==> config.mk <==
export PLATFORM = sky130hd
export DESIGN_NAME = note_player_flat
export DESIGN_NICKNAME = d
export VERILOG_FILES = /design/src/rtl/note_player_if.sv /design/src/rtl/note_player.sv /design/src/flat_wrapper.sv
export SDC_FILE = /design/constraint.sdc
export NUM_CORES = 1
export LEC_CHECK = 0
export CAP_MARGIN = 20
export CORE_UTILIZATION = 55
export CTS_BUF_LIST = sky130_fd_sc_hd__clkbuf_4 sky130_fd_sc_hd__clkbuf_8
export CTS_CLUSTER_DIAMETER = 40
export DETAILED_ROUTE_END_ITERATION = 8
export PLACE_DENSITY = 0.8
export SETUP_SLACK_MARGIN = 0.05
export SLEW_MARGIN = 20
export SYNTH_ARGS = -nofsm -noshare
export SYNTH_HDL_FRONTEND = slang
export SYNTH_SLANG_ARGS = --single-unit
==> constraint.sdc <==
create_clock -name Clk_in -period 6.8 [get_ports Clk_in]
set_input_delay 2.04 -clock Clk_in [delete_from_list [all_inputs] [get_ports Clk_in]]
set_output_delay 2.04 -clock Clk_in [all_outputs]
set_load 0.005 [all_outputs]
==> src/rtl/note_player_if.sv <==
`timescale 1ns/1ps
// note_player_if
// Bundles the sequencer <-> note_player signals.
//   Freq_in     : tone half-period in clock cycles (0 = silence)
//   Temp_in     : note length in clock cycles (0 is treated as 1)
//   Disparo_in  : sequencer trigger, only looked at in IDLE
//   Play_in     : 1 = run, 0 = pause
//   Stop_in     : abort to IDLE, highest priority
//   Audio_out   : registered square-wave audio
//   Duracao_out : registered active-low note-done flag
// master = sequencer side, slave = note_player side.
interface note_player_if #(
  parameter int unsigned WIDTH = 28
);
  logic [WIDTH-1:0] Freq_in;
  logic [WIDTH-1:0] Temp_in;
  logic             Disparo_in;
  logic             Play_in;
  logic             Stop_in;
  logic             Audio_out;
  logic             Duracao_out;

  modport master (
    output Freq_in, Temp_in, Disparo_in, Play_in, Stop_in,
    input  Audio_out, Duracao_out
  );

  modport slave (
    input  Freq_in, Temp_in, Disparo_in, Play_in, Stop_in,
    output Audio_out, Duracao_out
  );
endinterface

==> src/rtl/note_player.sv <==
`timescale 1ns/1ps
// note_player
// Tone and duration engine driven by the melody sequencer. Latches a note's
// half-period and length, produces a square wave for that many cycles (with
// an optional silent tail), then pulls Duracao low until the sequencer is
// running so it can advance exactly one step per note.
// Ports:
//   Clk_in   : system clock
//   Rst_n_in : asynchronous active-low reset
//   bus      : note_player_if slave (Freq/Temp/Disparo/Play/Stop in,
//              Audio/Duracao out)
module note_player #(
  parameter int unsigned WIDTH      = 28,
  parameter int unsigned GAP_CYCLES = 2500000
) (
  input  logic            Clk_in,
  input  logic            Rst_n_in,
  note_player_if.slave    bus
);

  localparam logic [WIDTH-1:0] W_ONE  = WIDTH'(1);
  localparam logic [WIDTH-1:0] GAP_W  = WIDTH'(GAP_CYCLES);
  localparam bit               GAP_EN = (GAP_CYCLES != 0);

  typedef enum logic [1:0] {
    S_IDLE,
    S_LOAD,
    S_PLAY,
    S_END
  } state_t;

  state_t           r_state;
  state_t           w_next;

  logic [WIDTH-1:0] r_freq,     w_freq;
  logic [WIDTH-1:0] r_temp,     w_temp;
  logic [WIDTH-1:0] r_dur_cnt,  w_dur_cnt;
  logic [WIDTH-1:0] r_tone_cnt, w_tone_cnt;
  logic             r_phase,    w_phase;
  logic             r_audio,    w_audio;
  logic             r_duracao_n, w_duracao_n;
  logic             w_gap;

  always_ff @(posedge Clk_in or negedge Rst_n_in) begin
    if (!Rst_n_in) begin
      r_state     <= S_IDLE;
      r_freq      <= '0;
      r_temp      <= '0;
      r_dur_cnt   <= '0;
      r_tone_cnt  <= '0;
      r_phase     <= 1'b0;
      r_audio     <= 1'b0;
      r_duracao_n <= 1'b1;
    end else begin
      r_state     <= w_next;
      r_freq      <= w_freq;
      r_temp      <= w_temp;
      r_dur_cnt   <= w_dur_cnt;
      r_tone_cnt  <= w_tone_cnt;
      r_phase     <= w_phase;
      r_audio     <= w_audio;
      r_duracao_n <= w_duracao_n;
    end
  end

  always_comb begin
    w_next     = r_state;
    w_freq     = r_freq;
    w_temp     = r_temp;
    w_dur_cnt  = r_dur_cnt;
    w_tone_cnt = r_tone_cnt;
    w_phase    = r_phase;

    if (bus.Stop_in) begin
      w_next     = S_IDLE;
      w_freq     = '0;
      w_temp     = '0;
      w_dur_cnt  = '0;
      w_tone_cnt = '0;
      w_phase    = 1'b0;
    end else begin
      unique case (r_state)
        S_IDLE: begin
          if (bus.Play_in && bus.Disparo_in) begin
            w_next = S_LOAD;
          end
        end
        S_LOAD: begin
          w_freq     = bus.Freq_in;
          w_temp     = (bus.Temp_in == '0) ? W_ONE : bus.Temp_in;
          w_dur_cnt  = '0;
          w_tone_cnt = '0;
          w_phase    = 1'b0;
          w_next     = S_PLAY;
        end
        S_PLAY: begin
          if (bus.Play_in) begin
            w_dur_cnt = r_dur_cnt + W_ONE;
            if (r_freq != '0) begin
              if (r_tone_cnt == r_freq - W_ONE) begin
                w_tone_cnt = '0;
                w_phase    = ~r_phase;
              end else begin
                w_tone_cnt = r_tone_cnt + W_ONE;
              end
            end
            if (r_dur_cnt == r_temp - W_ONE) begin
              w_next = S_END;
            end
          end else begin
            // Pause: keep remaining duration, restart tone from low phase.
            w_tone_cnt = '0;
            w_phase    = 1'b0;
          end
        end
        S_END: begin
          if (bus.Play_in) begin
            w_next = S_LOAD;
          end
        end
        default: w_next = S_IDLE;
      endcase
    end
  end

  // Outputs are registered, so they are computed from the values the
  // counters will hold in the next cycle.
  always_comb begin
    w_gap       = GAP_EN && (w_temp > GAP_W) && (w_dur_cnt >= w_temp - GAP_W);
    w_audio     = (w_next == S_PLAY) && w_phase && (w_freq != '0) && !w_gap;
    w_duracao_n = (w_next != S_END);
  end

  assign bus.Audio_out   = r_audio;
  assign bus.Duracao_out = r_duracao_n;

endmodule

==> src/flat_wrapper.sv <==
// flat-port wrapper written by rule: the top's interface ports become plain ports
module note_player_flat 
#(
  parameter int unsigned WIDTH      = 28,
  parameter int unsigned GAP_CYCLES = 2500000
)
  (Clk_in, Rst_n_in, bus_Freq_in, bus_Temp_in, bus_Disparo_in, bus_Play_in, bus_Stop_in, bus_Audio_out, bus_Duracao_out);
  note_player_if #(.WIDTH(WIDTH)) bus_i ();
  input  logic Clk_in;
  input  logic Rst_n_in;
  input wire logic [$bits(bus_i.Freq_in)-1:0] bus_Freq_in;
  input wire logic [$bits(bus_i.Temp_in)-1:0] bus_Temp_in;
  input wire logic [$bits(bus_i.Disparo_in)-1:0] bus_Disparo_in;
  input wire logic [$bits(bus_i.Play_in)-1:0] bus_Play_in;
  input wire logic [$bits(bus_i.Stop_in)-1:0] bus_Stop_in;
  output wire logic [$bits(bus_i.Audio_out)-1:0] bus_Audio_out;
  output wire logic [$bits(bus_i.Duracao_out)-1:0] bus_Duracao_out;
  assign bus_i.Freq_in = bus_Freq_in;
  assign bus_i.Temp_in = bus_Temp_in;
  assign bus_i.Disparo_in = bus_Disparo_in;
  assign bus_i.Play_in = bus_Play_in;
  assign bus_i.Stop_in = bus_Stop_in;
  assign bus_Audio_out = bus_i.Audio_out;
  assign bus_Duracao_out = bus_i.Duracao_out;
  note_player #(.WIDTH(WIDTH), .GAP_CYCLES(GAP_CYCLES)) u_core (.Clk_in(Clk_in), .Rst_n_in(Rst_n_in), .bus(bus_i));
endmodule
==> results.txt <==
Cell internal power was estimated by the tool at 1.581 mW. The die is 130.5 um wide. The worst setup path is launched from an input port. For this run, the top clock speed supported by timing is 0.1701 GHz. For the final database, setup skew stands at 12.37 ps. The remaining global-route overflow was 0; the register share of total power was 32.8%. The die outline area was 17030 um2.

The number of setup violations in the final report is 0. For the pin with the worst max-slew slack, the measured transition is 924.4 ps. In this run the worst hold path is classified as flop to flop.

For the number of sinks handled by clock tree synthesis, the log shows 117. Final worst-path cycle share: 86.44%. By instance count, the cell type seen most on the critical path is a21oi_1.

Summed over all layers, the routed wires come to 25.42 mm. The clock passes through at most 2 buffers. Data on the critical path arrives at its endpoint at 6260 ps. The number of placed instances, taps included, is 1304. The tools report the leakage power summed over all cells as 4.440 nW.

For this run, the leading register cell type out of synthesis is dfrtp_1. The global router's overall resource usage was 31.01%. The run gives 0 as the post-CTS setup repair buffer count. The detail route stage leaves a number of antenna-violating nets equal to 0. In the synthesized netlist the async set-or-reset flop fraction comes to 100.0%. The total clock buffers created by CTS came out at 17. The number of endpoints with negative hold slack in the final report came out at 0.

For this block, the via count after detailed routing is 8372. Entering global routing, the biggest net connects 78 pins. After synthesis the cells add up to 9082 um2. The kind of end point of the critical path was a flop. Critical path's slowest cell: clkdlybuf4s50_1.

The wire length of the first global-routing pass came out at 40.46 mm. Library cell with the largest summed area after synthesis: dfrtp_1. Of the cells placed in the final design, the portion with a size suffix greater than 1 is 6.423%. Placeable core region: 16000 um2. Measured along the y axis, the die boundary spans 130.5 um. Dividing total power by cell area gives a power density of 240.3 nW/um2. Setup repair after global routing left no endpoint under its margin. The initial antenna violation count came out at 0. The logs give 0 for the post-cts sizing count and 46 for the placement row count. Traced cell by cell, the critical path runs through clkdlybuf4s50_1 -> nand3_1 -> a21oi_1 -> nor2b_1 -> o21ai_0 -> a21oi_1 -> o21ai_0 -> a21boi_0 -> nor2_1 -> xnor2_1 -> ha_1 -> a21o_1 -> a21o_1 -> a211oi_1 -> o31ai_1 -> a21oi_1 -> and4b_1. Number of nets produced by synthesis: 1174. TritonCTS built the clock tree.

For this run, the number of Yosys warnings is 0. The pre-antenna-repair detailed-routing pass consisted of 6 iterations. The port buffer count was 62. Final count of pins violating max slew: 0. The number of enable-type register cells in the synthesized netlist was 0.

Average instance area after synthesis: 8.449 um2. Routability-driven placement finished with a final weighted congestion of 0.9358. The DRC violation total after the first TritonRoute iteration came out at 850.

The via density per instance was 6.262. Summed over all nets, the half-perimeter wirelength after detailed placement is 18.91 mm. The smallest clock period supported by the final layout is computed as 5878 ps. The tools report the number of global-route vias before repair as 7831. The flow ran to the end, and the final reports show no timing, DRC or antenna violations. The tools report the maximum VDD drop as 0.1647 mV. The run gives 30.5% as the proportion of power drawn by the clock network.

Combinational logic burns 36.7% of the power. For this run, the post-layout net count is 1207. The run gives 0 as the total of max-cap violations. For the worst-skew pair, the clock arrives at the later sink with an insertion delay of 450 ps. The synthesized design devotes to its leading area cell type 31.96% of total area. The critical path start-end classification is input port to flop. The switching component of the power was 0.8905 mW. In this run the number of H-tree levels came out at 4. For the starting density of the core, the log shows 56.76%. The normalized max-slew margin is 38.31%, and the remaining routing DRC violations is 0. The logs give 1075 for the synthesized instance count and 1355 for the number of fill cells.

0 antenna diodes ended up in the layout. Ranked by total cell area, the synthesized netlist is headed by dfrtp_1, mux2i_1, xnor2_1, nor2_1, ha_1. After synthesis, the netlist uses 69 different library cells.

The tree is rooted in a clkbuf_8. After clock tree synthesis, the flow added hold-fix buffers numbering 0. Net switching is 36.03% of the power.

The share of the Yosys chip area taken by registers is 32.25%. The highest fanout seen on the critical path is 4. The logs give 2.471 mW for the power after layout and 1337 for the post-layout instance count excluding filler cells. The total of flip-flops plus latches after synthesis was 117. Dividing the detail-routed wire length by the instance count gives 19.01 um. The synthesis-to-layout area growth was 13.21%; the number of top-level design ports was 63. Adding up every negative setup slack in the final design gives 0 ps.

For this run, the slowest stage of the critical path takes 610 ps. The clock input transition at the sequential cells of the worst setup and hold paths came out at 70 ps. STA puts the critical path data required time at 7190 ps.
==> registers in the layout (all words and copies together), names as in the netlist <==
register	cells
u_core.r_dur_cnt	28
u_core.r_freq	28
u_core.r_temp	28
u_core.r_tone_cnt	28
u_core.r_state	2
u_core.bus.Audio_out	1
u_core.bus.Duracao_out	1
u_core.r_phase	1
==> final timing paths <==
path / from / end / slack, ps / depth (start not counted)
max in group asynchronous: Rst_n_in / u_core.r_dur_cnt[16] / 4010 / 3
min in group asynchronous: Rst_n_in / u_core.r_tone_cnt[12] / 1540 / 1
hold / removal: u_core.r_tone_cnt[26] / u_core.r_tone_cnt[26] / 570 / 1
setup reg to reg: u_core.r_freq[0] / u_core.r_tone_cnt[0] / 1900 / 11
setup / recovery: bus_Temp_in[8] / u_core.bus.Audio_out / 920 / 17
hold reg to reg: u_core.r_tone_cnt[26] / u_core.r_tone_cnt[26] / 570 / 1
==> power groups by stage <==
stage | clock network (mW) | registers [mW] | logic [mW]
4_1_cts | 0.758 | 0.807 | 0.894
3_5_place_dp | 0 | 0.820 | 0.887
5_1_grt | 0.792 | 0.815 | 0.994
6_report | 0.753 | 0.810 | 0.908
2_1_floorplan | 0 | 0.780 | 0.679
3_3_place_gp | 0 | 0.818 | 0.872
==> per-layer routing <==
| layer | track usage (%) | wire length [um] |
|---|---|---|
| met1 | 42.03 | 11160 |
| met2 | 48.90 | 11580 |
| met3 | 7.370 | 2104 |
| met4 | 9.872 | 565 |
| met5 | 0 | 0 |
==> cells in the mapped netlist (4+ instances only) <==
cell	number
ha_1	38
or3_1	12
buf_2	5
and2_1	5
and4_1	4
o22ai_1	4
or2_2	13
o31ai_1	5
nor2b_1	18
and3_1	25
or4_1	13
a211o_1	6
dfrtp_1	116
nand2b_1	15
mux2i_1	59
xor2_1	42
nor4b_1	6
a21o_1	16
nand2_1	56
nor3_1	41
xnor2_1	66
a22o_1	18
o211ai_1	5
nand3b_1	7
a31oi_1	4
nand4_1	27
nand3_1	45
o21a_1	6
nor2_1	136
a21oi_1	37
clkbuf_1	43
a211oi_1	9
nor3b_1	8
nor4_1	33
buf_1	8
inv_1	28
o21ai_0	47
==> worst max-delay path: cells and delay by family <==
kind,cells,cell delay (ps)
compound gates,10,2460
xor+xnor,1,150
simple gates,4,700
buf+inv,1,610
fa+ha+maj,1,310
==> metrics by stage <==
stage / cell area, um2 / util (%) / hold WS [ps] / setup WS (ps)
floorplan: 9082 / - / 512.0 / 619.5
global placement: 9807 / 61.29 / 549.4 / 669.7
detailed placement: 9807 / 61.29 / 558.1 / 555.5
CTS: 10260 / 64.14 / 571.9 / 1014
global route: 10280 / 64.26 / 592.7 / 586.2
finish: 10280 / 64.26 / 571.5 / 922.1
==> cells in the final DEF, fill, tap and decap left out, drive strengths merged, types with 17 or more instances in the layout <==
| master | count |
|---|---|
| o21ai | 47 |
| nand4 | 27 |
| dfrtp | 116 |
| and3 | 25 |
| nand2 | 56 |
| nor2 | 137 |
| inv | 28 |
| a22o | 18 |
| nor4 | 34 |
| nand3 | 45 |
| a21o | 17 |
| xor2 | 42 |
| nor3 | 41 |
| clkdlybuf4s50 | 60 |
| xnor2 | 66 |
| ha | 38 |
| mux2i | 59 |
| nor2b | 18 |
| a21oi | 37 |
| clkbuf | 22 |
==> final cells by class <==
class / count / area, um2 / area share, %
multi-input combinational: 871 / 5814 / 56.55
clock buffer: 22 / 277.8 / 2.701
sequential: 117 / 2929 / 28.49
timing repair buffer: 73 / 708.2 / 6.887
tap: 216 / 270.3 / 2.628
inverter: 28 / 105.1 / 1.022
clock inverter: 10 / 177.7 / 1.728
==> logic make-up (layout without fill, tap and decap cells) <==
group / after synthesis / count (layout) / share of synthesized area, %
buffers and inverters: 87 / 133 / 3.871
adder cells (fa/ha/maj): 39 / 39 / 5.345
AND/OR/NAND/NOR: 477 / 477 / 27.62
flip-flops: 117 / 117 / 32.25
XOR/XNOR: 108 / 108 / 10.41
multiplexers: 61 / 61 / 6.750
AO/OA/AOI/OAI: 186 / 186 / 13.75
Power figures use the tool's default switching activity.
